[src/rtl/fcmp_pipe.sv]
// fcmp_pipe: pipelined floating-point compare / min / max.
// Result is computed combinationally from the operands and then carried through
// LAT register stages. A full-pipeline stall holds every stage.
// Optional feature: define FCMP_NAN_EXC_EN to raise exception on any NaN operand
// for ops 0..4. Without it, only reserved ops raise exception.
module fcmp_pipe #(
  parameter int EW  = 8,
  parameter int MW  = 23,
  parameter int LAT = 2
) (
  input  logic             clk,
  input  logic             rstn,
  input  logic             in_valid,
  output logic             in_ready,
  input  logic [EW+MW:0]   x1,
  input  logic [EW+MW:0]   x2,
  input  logic [2:0]       op,
  output logic             out_valid,
  input  logic             out_ready,
  output logic             y,
  output logic [EW+MW:0]   z,
  output logic             exception
);
  localparam int W      = 1 + EW + MW;
  localparam int EM     = EW + MW;
  localparam int STAGES = LAT - 1;

  // quiet NaN with only the top mantissa bit set; negative zero
  localparam logic [W-1:0] CNAN = {1'b0, {EW{1'b1}}, {MW{1'b0}}} | (W'(1) << (MW - 1));
  localparam logic [W-1:0] NEG0 = W'(1) << (W - 1);

  typedef struct packed {
    logic         y;
    logic [W-1:0] z;
    logic         exc;
  } res_t;

  // a < b in value order for non-NaN operands; +0 and -0 are equal
  function automatic logic lt_f(input logic [W-1:0] a, input logic [W-1:0] b);
    logic [EM-1:0] ma, mb;
    ma = a[EM-1:0];
    mb = b[EM-1:0];
    if (ma == '0 && mb == '0) return 1'b0;
    if (a[W-1] != b[W-1])     return a[W-1];
    if (!a[W-1])              return ma < mb;
    return ma > mb;
  endfunction

  logic nan1, nan2, anynan, zz, lt12, lt21, eq, lt_ok;
  logic acc, stall;
  res_t res_c;

  logic [STAGES:0] vld_pipe;
  res_t [STAGES:0] dat_pipe;

  assign nan1   = (&x1[EM-1:MW]) && (|x1[MW-1:0]);
  assign nan2   = (&x2[EM-1:MW]) && (|x2[MW-1:0]);
  assign anynan = nan1 || nan2;
  assign zz     = (x1[EM-1:0] == '0) && (x2[EM-1:0] == '0);
  assign lt12   = lt_f(x1, x2);
  assign lt21   = lt_f(x2, x1);
  assign eq     = !anynan && ((x1 == x2) || zz);
  assign lt_ok  = !anynan && lt12;

  assign stall    = out_valid && !out_ready;
  assign in_ready = !stall;
  assign acc      = in_valid && in_ready;

  // result of the operation selected by op, before pipelining
  always_comb begin
    res_c = '0;
    case (op)
      3'd0: res_c.y = eq;
      3'd1: res_c.y = lt_ok;
      3'd2: res_c.y = lt_ok || eq;
      3'd3: begin
        if (nan1 && nan2) res_c.z = CNAN;
        else if (nan1)    res_c.z = x2;
        else if (nan2)    res_c.z = x1;
        else if (zz)      res_c.z = NEG0;
        else              res_c.z = lt21 ? x2 : x1;
      end
      3'd4: begin
        if (nan1 && nan2) res_c.z = CNAN;
        else if (nan1)    res_c.z = x2;
        else if (nan2)    res_c.z = x1;
        else if (zz)      res_c.z = '0;
        else              res_c.z = lt12 ? x2 : x1;
      end
      default: res_c.exc = 1'b1;
    endcase
`ifdef FCMP_NAN_EXC_EN
    if (op <= 3'd4 && anynan) res_c.exc = 1'b1;
`endif
  end

  // pipeline shift; empty slots carry a zero payload so idle outputs read 0
  always_ff @(posedge clk) begin
    if (!rstn) begin
      vld_pipe <= '0;
      dat_pipe <= '0;
    end else if (!stall) begin
      vld_pipe[0] <= acc;
      dat_pipe[0] <= acc ? res_c : '0;
      for (int i = 1; i <= STAGES; i++) begin
        vld_pipe[i] <= vld_pipe[i-1];
        dat_pipe[i] <= dat_pipe[i-1];
      end
    end
  end

  assign out_valid = vld_pipe[STAGES];
  assign y         = dat_pipe[STAGES].y;
  assign z         = dat_pipe[STAGES].z;
  assign exception = dat_pipe[STAGES].exc;

endmodule

[config.mk]
export PLATFORM = sky130hd
export DESIGN_NAME = fcmp_pipe
export DESIGN_NICKNAME = d
export VERILOG_FILES = /design/src/rtl/fcmp_pipe.sv
export SDC_FILE = /design/constraint.sdc
export NUM_CORES = 1
export LEC_CHECK = 0
export ABC_CLOCK_PERIOD_IN_PS = 3950
export CAP_MARGIN = 15
export CORE_ASPECT_RATIO = 1.2
export CORE_MARGIN = 5
export CORE_UTILIZATION = 45
export CTS_CLUSTER_SIZE = 12
export DETAILED_ROUTE_END_ITERATION = 8
export PLACE_DENSITY = 0.72
export REMOVE_ABC_BUFFERS = 1
export SLEW_MARGIN = 20
export SYNTH_ARGS = -nofsm -noshare
export SYNTH_HDL_FRONTEND = slang
export SYNTH_SLANG_ARGS = --single-unit
[constraint.sdc]
create_clock -name clk -period 3.95 [get_ports clk]
set_input_delay 0.395 -clock clk [delete_from_list [all_inputs] [get_ports clk]]
set_output_delay 0.395 -clock clk [all_outputs]
set_load 0.02 [all_outputs]
Word level (Yosys, flattened, before mapping)
Cells that the tools add are included.
{ "totals": {"in_bits": 71, "out_inout_bits": 36, "wordCells": 76, "ff_bits": 70} }
{ "op_classes": {"mux": 36, "n_reduce_logical": 22, "order_cmp": 4, "n_eq_ne": 7} }
{ "ops": {"columns": ["op", "count"], "rows": [
  ["32-bit two-way mux", 10],
  ["32-bit one-hot mux with 2 select lines", 1],
  ["31-bit greater-than comparator", 2],
  ["31-bit logical NOT", 2],
  ["31-bit less-than comparator", 2],
  ["23-bit OR reduction", 2],
  ["34-bit two-way mux", 1],
  ["32-bit equality test", 1],
  ["1-bit two-way mux", 23],
  ["8-bit AND reduction", 2],
  ["1-bit logical AND", 8],
  ["3-bit by 2-bit equality test with 1-bit output (second input constant)", 2],
  ["5-bit OR reduction", 1],
  ["3-bit by 1-bit equality test with 1-bit output (second input constant)", 1],
  ["3-bit equality test (second input constant)", 1],
  ["1-bit logical NOT", 3],
  ["3-bit logical NOT", 1],
  ["1-bit logical OR", 3],
  ["1-bit one-hot mux with 3 select lines", 1],
  ["1-bit != test", 2]
]} }

Longest topological paths before layout
Gate-level depths: netlist of the first run.
{ "logic_depth": {"depth_word": 16, "mapped_depth": 12, "ltp_nobuf": 10} }

Least setup slack after synthesis of the first run
Ideal clock, no wire load.
{ "synth_timing": {"path_type": "input port to flip-flop", "from": "input x1[8]", "to": "register dat_pipe[21] in the netlist's numbering", "n_path_buf": 2, "path_stages": 12, "t_arrival_ns": 2.576, "setup_slack_ns": 1.241, "setup_time_ns": 0.133, "required_ns": 3.817, "cell_sequence": "inv_1 -> ha_1 -> a211oi_1 -> o21ai_0 -> a211oi_1 -> a21oi_2 -> nand2b_1 -> a31o_1 -> buf_6 -> buf_6 -> a311oi_1 -> o31ai_1"} }
{ "synth_via": {"elab_chain_cells": 12, "elab_cells_between_ends": 30, "cone_classes": "order compare (4); mux (21); reduce/logical (5)"} }
{ "synth_rtl": {"columns": ["item", "line", "source"], "rows": [
  ["start, declared", "15", "input logic [EW+MW:0] x1,"],
  ["31-bit less-than comparator", "45", "if (!a[W-1]) return ma < mb;"],
  ["1-bit two-way mux", "45", null],
  ["1-bit two-way mux", "46", "return ma > mb;"],
  ["1-bit two-way mux", "45", null],
  ["1-bit two-way mux", "44", "if (a[W-1] != b[W-1]) return a[W-1];"],
  ["32-bit two-way mux (on tied branches)", "88, 81", null],
  ["32-bit two-way mux (on tied branches)", "87, 80", null],
  ["32-bit two-way mux (on tied branches)", "86, 79", null],
  ["32-bit two-way mux (on tied branches)", "85, 78", null],
  ["32-bit two-way mux (on tied branches)", "84, 77", null],
  ["32-bit one-hot mux with 2 select lines (*)", "72", "case (op)"],
  ["34-bit two-way mux (*)", "104", "dat_pipe[0] <= acc ? res_c : '0;"],
  ["end signal, assigned by index", "107", "dat_pipe[i] <= dat_pipe[i-1];"],
  ["end, declared", "54", "res_t [STAGES:0] dat_pipe;"]
]} }
Mark *: on every way between the ends. The rest lies on a longest branch, timed or not.
A chain may end at the register's enable or synchronous reset.

Worst setup path in the final report of the first run
{ "layout_timing": {"from": "input x2[26]", "to": "register dat_pipe[15] in the netlist's numbering"} }
{ "layout_via": {"elab_chain_cells": 12, "elab_cells_between_ends": 30, "cone_classes": "order compare (4); mux (21); reduce/logical (5)"} }
{ "layout_rtl": {"columns": ["item", "line", "source"], "rows": [
  ["start, declared", "16", "input logic [EW+MW:0] x2,"],
  ["31-bit less-than comparator", "45", null],
  ["1-bit two-way mux", "45", null],
  ["1-bit two-way mux", "46", null],
  ["1-bit two-way mux", "45", null],
  ["1-bit two-way mux", "44", null],
  ["32-bit two-way mux (on tied branches)", "88, 81", null],
  ["32-bit two-way mux (on tied branches)", "87, 80", null],
  ["32-bit two-way mux (on tied branches)", "86, 79", null],
  ["32-bit two-way mux (on tied branches)", "85, 78", null],
  ["32-bit two-way mux (on tied branches)", "84, 77", null],
  ["32-bit one-hot mux with 2 select lines (*)", "72", null],
  ["34-bit two-way mux (*)", "104", null]
]} }
Marks and branches as above.

==> results of run 1 <==
worst paths after layout:
path | end | slack, ns | cells after the start
max | dat_pipe[15]$_SDFFE_PN0N_ | 0.27 | 11
min | dat_pipe[14]$_SDFFE_PN0N_ | 0.45 | 2
max reg2reg | dat_pipe[9]$_SDFFE_PN0N_ | 1.28 | 8
min reg2reg | dat_pipe[14]$_SDFFE_PN0N_ | 0.45 | 2
kinds of logic (layout without fill, tap and decap cells):
kind of cell             count (synthesis)  after routing  share of synthesized area [%]
AO/OA/AOI/OAI                          204            204                           29.9
XOR/XNOR                                 1              1                          0.176
adder cells (fa/ha/maj)                 31             31                           7.77
buffers and inverters                  113            181                           11.4
flip-flops                              70             70                           28.1
multiplexers                             1              1                          0.201
AND/OR/NAND/NOR                        244            244                           22.5
synth_stat cells (9+ instances only):
library cell  number
nand2_1          146
a21oi_1           37
a41oi_1            9
a211oi_1          10
o21ai_0           32
o31ai_1           11
nor4_1            10
a21boi_0          38
dfxtp_1           70
buf_4             32
a311oi_1          10
o2111ai_1         11
clkbuf_1          29
ha_1              31
nor2_1            33
inv_1             43
nand4_1           10
a221oi_1          12
cell type report:
class	count	area [sq um]	area share (%)
clock buffer	10	239	3.83
clock inverter	6	61.3	0.982
inverter	43	161	2.59
multi-input combinational	481	3030	48.5
sequential	70	1400	22.4
tap	132	165	2.65
timing repair buffer	122	1190	19.0
power breakdown:
group	switching [uW]	leakage (uW)	internal, uW
Clock	322	0.000148	503
Sequential	10.3	0.000567	725
Combinational	226	0.00164	174
through the flow:
step	power [uW]	hold slack (ns)
floorplan	939	0.425
global placement	1140	0.445
detailed placement	1140	0.439
CTS	1970	0.451
global route	2050	0.467
finish	1960	0.448
state kept, by name (all words and copies together), names as in the netlist:
| register | count |
|---|---|
| exception | 1 |
| z | 32 |
| vld_pipe | 2 |
| dat_pipe | 34 |
| y | 1 |
routing by layer:
layer / track usage [%] / vias up / wire, um
met3: 3.56 / 50 / 963
met4: 13.8 / 0 / 713
met5: 0 / - / 0
li1: - / 2501 / -
met1: 30.6 / 2378 / 6630
met2: 39.2 / 228 / 7740
worst max-delay path: cells and delay by family:
kind / cells / cell delay, ns
buf+inv: 2 / 0.85
simple gates: 4 / 1.13
compound gates: 4 / 1.23
fa+ha+maj: 1 / 0.35
cell usage in the layout, fill, tap and decap left out, types with 8 or more instances in the layout:
master / Yosys / final
nand2_1: 146 / 146
a221oi_1: 12 / 12
a21boi_0: 38 / 38
a211oi_1: 10 / 10
clkdlybuf4s50_1: 0 / 105
clkbuf_16: 0 / 9
a21oi_1: 37 / 37
nand3_1: 8 / 8
o2111ai_1: 11 / 11
buf_4: 32 / 15
a41oi_1: 9 / 9
ha_1: 31 / 31
nand4_1: 10 / 10
inv_1: 43 / 43
nor2_1: 33 / 33
dfxtp_1: 70 / 70
o21ai_0: 32 / 32
o31ai_1: 11 / 11
and2_1: 8 / 8
nor4_1: 10 / 10
a311oi_1: 10 / 10
==> flow_summary.ini, run 1 <==
[floorplanning]
io_pins = 107
die_h_um = 125
dieArea_sq_mm = 0.0133
die_w_um = 106
core_area_sq_mm = 0.0109
rows = 42
initial_utilization_pct = 45.7

[clock_tree]
tritoncts = built
insertion_delay_ns = 0.34
htree_levels = 3
clockBufferDepth = 2
clk_pin_slew_ns = 0.06
ctsResizeCount = 0
numCtsBuffers = 9
cts_num_sinks = 70
cts_setup_buffers = 0
cts_root_buffer = clkbuf_16
hold_buffers = 0

[detailed_routing]
ant_nets = 0
wl_per_cell_um = 18.6
drc = 0
via_count = 5157
first_iter_violations = 390
drt-vias-per-instance = 5.97
routed_wirelength_mm = 16.0
dr.pass1.iters = 5

[synthesis]
avgSynthCellArea_sq_um = 7.51
yosysWarnings = 0
ys.flop_type = dfxtp_1
synth_area_leaders = dfxtp_1 28%, nand2_1 11%, ha_1 7.8%
async_reset_ff_share_pct = 0
yosysTopAreaCell = dfxtp_1
synth_top_cell_area_share_pct = 28.1
synth_edf_count = 0
ys_types = 57
synth_cells = 664
synth.cell_area_sq_mm = 0.00499
seq_area_frac_synth_pct = 28.1
ys_ff_latch = 70

[global_routing]
grt_pass1_wl_mm = 25.9
antenna_found_initial = 0
grt_max_degree = 68
track_usage_pct = 24.2
grt_pass1_vias = 5008
gr-total-overflow = 0

[cells_and_area]
final_area_sq_mm = 0.00624
final_util_pct = 57.1
area_delta_synth_final_pct = 25.1
final_cells = 864
layout-drive-gt1-share_pct = 6.56
fin_nets = 829
num_antenna_cells = 0
fillers = 1033

[timing]
fin_worst_skew_ns = 0.00743
timing.final.ws_setup_ns = 0.270
fmax_mhz = 272
slew_headroom_pct = 49.8
finalSetupViolations = 0
period_needed_ns = 3.68
rsz0062_at_grt = no
tightestPinTransition_ns = 0.753
hold_violations = 0
maxSlewViolCount = 0
setup_tns_ns = 0
fin_crit_sh_pct = 93.2

[outcome]
status = finished clean

[worst_setup_path]
critPathMaxStageDelay_ns = 0.66
worst_setup_path_start_kind = input port
end_kind = flip-flop
setup.worst_path.start = x2[26]
cp_common_cell = nand3_1
critPathMaxFanout = 13
r2r_start = vld_pipe[1]$_SDFFE_PN0N_
path_class = input port to flip-flop
cp.required_ns = 4.22
critPathSlowestCell = o221ai_2
arrival_ns = 3.95
crit_chain = clkdlybuf4s50_1 -> ha_1 -> nand3_1 -> nor4_2 -> nand4_1 -> a21bo_2 -> nand3_1 -> o221ai_2 -> buf_4 -> a221oi_1 -> a21oi_1

[place]
dp_hpwl_mm = 12.0
placed_cells = 848
post_dp_cell_area_sq_mm = 0.00594
io_buffers = 106
pre_cts_ws_ns = 0.0342
routabilityCongestion = 1.01

[hold_path]
hold_path.class = flip-flop to flip-flop
hp-start = dat_pipe[14]$_SDFFE_PN0N_

[power_and_ir_drop]
ir_drop_uv = 195
cellPowerDensity_mw_per_mm2 = 314
p_leak_uw = 0.00236

[job]
cap_viol_max_count = 0
Note: power is estimated with default switching activity, not from simulation.
==> inputs of run 2 (changes only) <==
--- a/config.mk
+++ b/config.mk
@@ -14,6 +14,7 @@
 export DETAILED_ROUTE_END_ITERATION = 8
 export PLACE_DENSITY = 0.72
 export REMOVE_ABC_BUFFERS = 1
+export SKIP_CTS_REPAIR_TIMING = 1
 export SLEW_MARGIN = 20
 export SYNTH_ARGS = -nofsm -noshare
 export SYNTH_HDL_FRONTEND = slang
==> results of run 2 <==
Final layout, timing and power as in run 1 (identical DEF).
==> inputs of run 3 (changes only) <==
--- a/config.mk
+++ b/config.mk
@@ -8,7 +8,7 @@
 export ABC_CLOCK_PERIOD_IN_PS = 3950
 export CAP_MARGIN = 15
 export CORE_ASPECT_RATIO = 1.2
-export CORE_MARGIN = 5
+export CORE_MARGIN = 1.5
 export CORE_UTILIZATION = 45
 export CTS_CLUSTER_SIZE = 12
 export DETAILED_ROUTE_END_ITERATION = 8
==> constraint.sdc (replaced) <==
create_clock -name clk -period 3.95 [get_ports clk]
set_input_delay 0.395 -clock clk [delete_from_list [all_inputs] [get_ports clk]]
set_output_delay 0.395 -clock clk [all_outputs]
set_load 0.005 [all_outputs]
==> run 3 against run 2 <==
Effect of this change: combinational power decreased by 3%; power increased by 5.8%; clock power increased by 15%; critical path depth unchanged; register-to-register slack improved by 0.42 ns.
==> flow_summary.ini, run 3 (synthesis results as in run 1) <==
[outcome]
status = finished clean

[detailed_routing]
drt-vias-per-instance = 5.96
via_count = 5153
drc = 0
routed_wirelength_mm = 15.6
ant_nets = 0
wl_per_cell_um = 18.0
dr.pass1.iters = 5
first_iter_violations = 340

[timing]
finalSetupViolations = 0
slew_headroom_pct = 53.6
tightestPinTransition_ns = 0.695
holdWs_ns = 0.455
period_needed_ns = 3.40
fin_worst_skew_ns = 0.00900
rsz0062_at_grt = no
setup_tns_ns = 0
fmax_mhz = 294
fin_crit_sh_pct = 86.1
hold_violations = 0
maxSlewViolCount = 0

[global_routing]
gr-usage-met1_pct = 34.0
grt_pass1_wl_mm = 25.2
grt_pass1_vias = 4954
use_met2_pct = 44.7
top_usage_layer = met2
grt_max_degree = 68
antenna_found_initial = 0
gr-total-overflow = 0
track_usage_pct = 26.8
grtUsageMet3_pct = 3.78

[worst_setup_path]
worstPathBufferInverterCount = 2
crit_chain = clkdlybuf4s50_1 -> inv_1 -> ha_1 -> a211oi_1 -> o21ai_0 -> a211oi_1 -> a21oi_2 -> nand2b_1 -> a211o_1 -> o2111ai_2 -> o31ai_1
critical_path.top_delay_family = compound AO/OA/AOI/OAI gates
arrival_ns = 3.60
worst_setup_path_start_kind = input port
critPathMaxFanout = 9
path_class = input port to flip-flop
cp.required_ns = 4.15
critPathMaxStageDelay_ns = 0.51
critPathSlowestCell = clkdlybuf4s50_1
end_kind = flip-flop
cp_common_cell = a211oi_1

[job]
cap_viol_max_count = 0

[clock_tree]
cts_root_buffer = clkbuf_16
insertion_delay_ns = 0.34
numCtsBuffers = 9
cts_num_sinks = 70
clk_pin_slew_ns = 0.06
clockBufferDepth = 2
tritoncts = built
htree_levels = 3

[cells_and_area]
multi_input_area_sq_mm = 0.00303
largest_reg_flops = 34
seq_area_sq_mm = 0.00140
layout_commonest_cell = nand2_1
fin_nets = 832
layout_common_cells = 146 x nand2_1, 105 x clkdlybuf4s50_1, 70 x dfxtp_1
top_register = dat_pipe
final_util_pct = 59.0
fillers = 1026
num_antenna_cells = 0
area_delta_synth_final_pct = 26.1
layout-drive-gt1-share_pct = 6.94

[power_and_ir_drop]
power_frac_seq_pct = 35.5
cellPowerDensity_mw_per_mm2 = 330
cellInternalPower_uw = 1520
switching_share_pct = 26.8
p_leak_uw = 0.00238
p_switching_uw = 556
combinationalPowerShare_pct = 18.8
pwr-share-clk_pct = 45.7
ir_drop_uv = 173

[place]
routabilityCongestion = 0.980
dp_hpwl_mm = 11.7
io_buffers = 106

[floorplanning]
dieArea_sq_mm = 0.0117
io_pins = 107
rows = 41
core_area_sq_mm = 0.0107
initial_utilization_pct = 46.8
die_h_um = 118
die_w_um = 99.1

[hold_path]
hold_path.class = flip-flop to flip-flop
## run 3: cell types whose count changed in the layout (fill, tap and decap cells not counted), sizes merged
cell | before | now
bufinv | 1 | 3
buf | 17 | 20
clkinv | 4 | 2
clkbuf | 10 | 9
inv | 43 | 44
## run 3: power groups by stage
stage | registers, uW | logic, uW | clock network [uW]
finish | 735 | 390 | 949
global route | 737 | 426 | 995
CTS | 736 | 385 | 962
detailed placement | 751 | 383 | 0
global placement | 750 | 378 | 0
floorplan | 749 | 181 | 0
## run 3: path summary, 6_finish.rpt
path,startpoint,endpoint,depth (start not counted),slack (ns)
worst min-delay path,dat_pipe[9]$_SDFFE_PN0N_,dat_pipe[9]$_SDFFE_PN0N_,2,0.45
worst max-delay path,x1[8],dat_pipe[13]$_SDFFE_PN0N_,11,0.55
worst min register to register,dat_pipe[9]$_SDFFE_PN0N_,dat_pipe[9]$_SDFFE_PN0N_,2,0.45
worst max register to register,vld_pipe[1]$_SDFFE_PN0N_,dat_pipe[13]$_SDFFE_PN0N_,7,1.70
## run 3: through the flow
step                power, uW  instance area (sq um)  setup WS, ns  cells
floorplan                 930                   4580         -1.17    594
global placement         1130                   5950         0.174    848
detailed placement       1130                   5950         0.218    848
CTS                      2080                   6290         0.568    864
global route             2160                   6290         0.287    864
finish                   2070                   6290         0.549    864
## run 3: cell type report
type	count	area share, %
Clock inverter	7	1.91
Clock buffer	9	3.58
Inverter	43	2.56
Sequential cell	70	22.3
Timing Repair Buffer	125	19.0
Tap cell	129	2.56
Multi-Input combinational cell	481	48.1
## run 3: worst reg2reg max path, delay by kind of cell, from the launching register on
| family | cells | cell delay (ns) |
|---|---|---|
| AOI/OAI and AO/OA | 3 | 0.94 |
| DFF | 1 | 0.31 |
| and+or+nand+nor | 2 | 0.46 |
| buffers and inverters | 2 | 0.45 |
## run 3: routing by layer
layer	wire [um]	vias to the layer above
li1	-	2510
met1	6800	2402
met2	7510	206
met3	823	35
met4	442	0
met5	0	-
==> variant 1 (flow settings as in run 3) <==
Change the parameter `LAT` from 2 to 1.
--- a/src/rtl/fcmp_pipe.sv
+++ b/src/rtl/fcmp_pipe.sv
@@ -8,3 +8,3 @@
   parameter int MW  = 23,
-  parameter int LAT = 2
+  parameter int LAT = 1
 ) (
Formal check against the unedited RTL: not equivalent (Yosys sat finds a counterexample within 4 cycles, from zero or initial values and one cycle with rstn low).
==> variant 1 against run 3 <==
Routed wire length fell by 20%; area after synthesis is 33% lower; synthesized cell count is 28% lower; total power shrank 49%; sequential cell count is 35 lower; design area decreased by 26%; worst setup slack worse by 0.073 ns; first-iteration DRC count decreased by 25%; critical endpoint is now z[11]$_SDFFE_PN0N_; largest power group is now registers; highest routed layer unchanged.
==> variant 1: results (changes against run 3) <==
Status
  – Status: finished, final reports clean

Placement
  – Placed cells: 667 (-21%)
  – Post-DP HPWL: 9670 um (-17%)

Route
  – Via Count: 4238 (-18%)
  – Metal2 WL: 6190 um (-18%)
  – Met1 Wirelength: 4990 um (-27%)
  – DRT iter0 DRCs: 255 (-25%)
  – Met3 WL: 811 um (-1.5%)
  – Vias per cell: 6.28 (+5.3%)
  – WL per Instance: 18.5 um (+2.5%)

Synth
  – Synth top area cells: dfxtp_1 (21%), ha_1 (12%), nand2_1 (7.6%)
  – Register area share after synthesis: 0.208 (-0.0726)
  – Synth cell count leaders: nand2_1 (68), o21ai_0 (44), inv_1 (41)
  – Xor and xnor area share after synthesis: 0 (-0.00176)
  – Mux cell area share after synthesis: 0.00298 (+0.000969)

Worst setup path
  – Worst r2r path cells: 8 (+1)
  – Critical Path Source: x1[30]
  – RR Endpoint: z[24]$_SDFFE_PN0N_

Global routing
  – GR Util met2: 0.545 (+0.0984)
  – Vias in the first global route: 4041 (-18%)
  – Grt met1 use: 0.369 (+0.0299)

Finish
  – Layout net count: 686 (-18%)
  – Largest register FFs: 32 (-5.9%)

Clock network
  – CTS Buf Count: 5 (-4)
  – Root Buffer: clkbuf_8
  – Clk_lat worst skew: 0.29 ns (-0.05 ns)

Timing
  – Final Cycle Share: 0.879 (+0.0185)
  – Worst slew pin tran: 0.801 ns (+0.105 ns)

Power
  – Switch Pwr: 0.000347 W (-38%)
variant 1: how the worst min path moves through the flow:
stage / cells after the start / from / endpoint
after floorplan: 2 / z[23]$_SDFFE_PN0N_ / z[23]$_SDFFE_PN0N_
after global placement: 2 / z[1]$_SDFFE_PN0N_ / z[1]$_SDFFE_PN0N_
after detailed placement: 2 / z[30]$_SDFFE_PN0N_ / z[30]$_SDFFE_PN0N_
after CTS: 2 / z[27]$_SDFFE_PN0N_ / z[27]$_SDFFE_PN0N_
after global routing: 2 / z[30]$_SDFFE_PN0N_ / z[30]$_SDFFE_PN0N_
final: 2 / z[31]$_SDFFE_PN0N_ / z[31]$_SDFFE_PN0N_
variant 1: per-stage QoR:
| step | area, um2 | hold slack [ns] |
|---|---|---|
| after floorplan | 3280 | 0.457 |
| after global placement | 4560 | 0.447 |
| after detailed placement | 4560 | 0.452 |
| after CTS | 4660 | 0.472 |
| after global routing | 4660 | 0.488 |
| final | 4660 | 0.465 |
variant 1: worst max-delay path, stage by stage:
cell and delay [ns]:
clkdlybuf4s50_1 0.52, inv_1 0.08, ha_1 0.29, nand3_1 0.15
nor4_1 0.40, nand2_1 0.09, o211ai_1 0.25, nor2_1 0.27
o21ai_4 0.57, nand2_2 0.26, o311ai_0 0.38
variant 1: power groups by stage:
stage / Clock [W] / Sequential [W] / Combinational [W]
2_1_floorplan: 0 / 0.000385 / 0.000161
3_5_place_dp: 0 / 0.000384 / 0.000357
6_report: 0.000309 / 0.000375 / 0.000363
5_1_grt: 0.000322 / 0.000378 / 0.000396
3_3_place_gp: 0 / 0.000383 / 0.000355
4_1_cts: 0.000306 / 0.000376 / 0.000359
variant 1: area by class of cell:
cell class	count	area [um2]
inverters	41	154
well taps	90	113
fillers	693	2570
flip-flops and latches	35	701
clock buffers	8	100
repair buffers	120	1170
multi-input cells	381	2420
==> variant 2 (flow settings as in run 3) <==
Without the edit above. Make the reset (`rstn`) asynchronous in one clocked block.
--- a/src/rtl/fcmp_pipe.sv
+++ b/src/rtl/fcmp_pipe.sv
@@ -97,3 +97,3 @@
   // pipeline shift; empty slots carry a zero payload so idle outputs read 0
-  always_ff @(posedge clk) begin
+  always_ff @(posedge clk or negedge rstn) begin
     if (!rstn) begin
Formal check against the unedited RTL: differs if rstn is asserted again (counterexample within 4 cycles, from zero or initial values and one cycle with rstn low); with rstn held inactive, the same outputs for 4 cycles.
==> variant 2 against run 3 <==
Clock power down 2%; total power increased by 6.6%; sequential cell count unchanged; sequential share of layout area up 5.4 points; worst setup slack worse by 0.11 ns; sequential power up 8.6%; design area increased by 0.74%; core utilization shrank 0.98 points; area after synthesis is 0.23% higher; routed wire length is 2.6% lower; final cell count is 5.7% lower; critical endpoint is now dat_pipe[3]$_DFFE_PN0N_; largest cell class unchanged; largest power group unchanged; highest routed layer unchanged.
==> variant 2: results (changes against run 3) <==
Status
  – Status: finished, final reports clean

Worst setup path
  – Critical Path Source: x1[24]
  – Flop2flop setup slack: 1.91 ns (+0.21 ns)
  – Crit path to: dat_pipe[3]$_DFFE_PN0N_
  – RR Endpoint: dat_pipe[24]$_DFFE_PN0N_
  – Worst path max stage delay: 0.59 ns (+0.08 ns)
  – Worst r2r path cells: 7 (unchanged)
  – RR Startpoint: vld_pipe[1]$_DFFE_PN0N_
  – Critical Path AT: 3.69 ns (+0.09 ns)

Synth
  – Async S/R FF share, synth: 1.00 (+1.00)
  – Top FF cell, synth: dfrtp_1
  – Synth Area per Inst: 8.31 um2 (+11%)
  – Synth cell count leaders: nand2_1 (134), dfrtp_1 (70), inv_1 (42)
  – Synth top area cells: dfrtp_1 (35%), nand2_1 (10%), ha_1 (7.8%)
  – Mux cell area share after synthesis: 0.00425 (+0.00225)
  – Synth unique cells: 62 (+8.8%)
  – Adder-cell share of the synthesized area: 0.0776 (-0.000175)
  – Compound-Gate Fraction of Synth Area: 0.249 (-0.0497)
  – Synth Instances: 602 (-9.3%)
  – Xor and xnor area share after synthesis: 0 (-0.00176)

Finish
  – Area Growth Syn to Fin: 26.8%
  – ClkCell Share: 0.0545 (-0.000401)
  – Fraction of area in registers: 0.276 (+0.0536)
  – Layout net count: 780 (-6.3%)
  – Comb_multi_in: 432 (-10%)
  – Inverters excl. clock: 42 (-2.3%)
  – Multi-input gate share of the layout cell area: 0.432 (-0.0491)
  – Non-CTS buffers: 123 (-1.6%)
  – Fill cells: 1005 (-2.0%)
  – Data buffer area share: 0.187 (-0.00376)
  – Share of cells above drive strength 1: 0.0908 (+0.0214)

Power
  – Internal power: 0.00161 W (+6.0%)
  – Leakage: 2.86 nW (+20%)
  – Combinational share of power: 0.218 (+0.030)
  – Max VDD drop: 0.230 mV (+33%)
  – Clock-net power: 0.000932 W (-2%)

Global routing
  – Largest net degree at the start of global routing: 72 (+5.9%)
  – GRT Total Usage: 0.266 (-0.00208)
  – First-pass GRT wire length: 24700 um (-2.3%)

Clock network
  – Root Buffer: clkbuf_16
  – Clk_lat worst skew: 0.33 ns

Placement
  – DP Worst Slack: 0.0969 ns (-0.122 ns)
  – Total placed instance area: 0.00599 mm2 (+0.78%)
  – Placed cells: 799 (-5.8%)
  – Post-DP HPWL: 11800 um (+1.0%)
  – Gpl congestion: 0.937 (-4.4%)

Worst hold path
  – Worst Hold Class: input port to asynchronous set/reset pin

Timing
  – Worst slew pin tran: 0.855 ns (+0.160 ns)
  – Hold slack: 0.166 ns (-0.288 ns)
  – Clk_skew: 0.00561 ns (-0.00340 ns)

Route
  – WL per Instance: 18.6 um (+3.2%)
  – Met1 Wirelength: 6560 um (-3.5%)
  – Vias per cell: 5.84 (-2.0%)
  – Via Count: 4762 (-7.6%)
  – Metal2 WL: 7620 um (+1.5%)
==> variant 2: cell count changes after synthesis, moves of 10 or more <==
cell             run 3  this run
a21oi_1             37        17
a21boi_0            38         1
dfrtp_1              0        70
o31ai_1             11         1
o221ai_2             1        11
nand2_1            146       134
nor2_1              33        15
dfxtp_1             70         0
a311oi_1            10         0
o21ai_1              0        21
a221oi_1            12         2
o22ai_1              0        27
==> variant 2: per-layer routing <==
metal / global-route usage / vias to the layer above
met5: 0 / -
met4: 0.0854 / 0
met3: 0.0319 / 23
met2: 0.455 / 189
met1: 0.348 / 2235
li1: - / 2315
==> variant 2: worst register-to-register path, cell delays in order, from the launching register on <==
cell and delay, ns:
dfrtp_1 0.37, nor2b_4 0.13, inv_1 0.07, nand2_1 0.16, or3_1 0.52, nor2_4 0.23
o21ai_1 0.25, o21ai_1 0.22
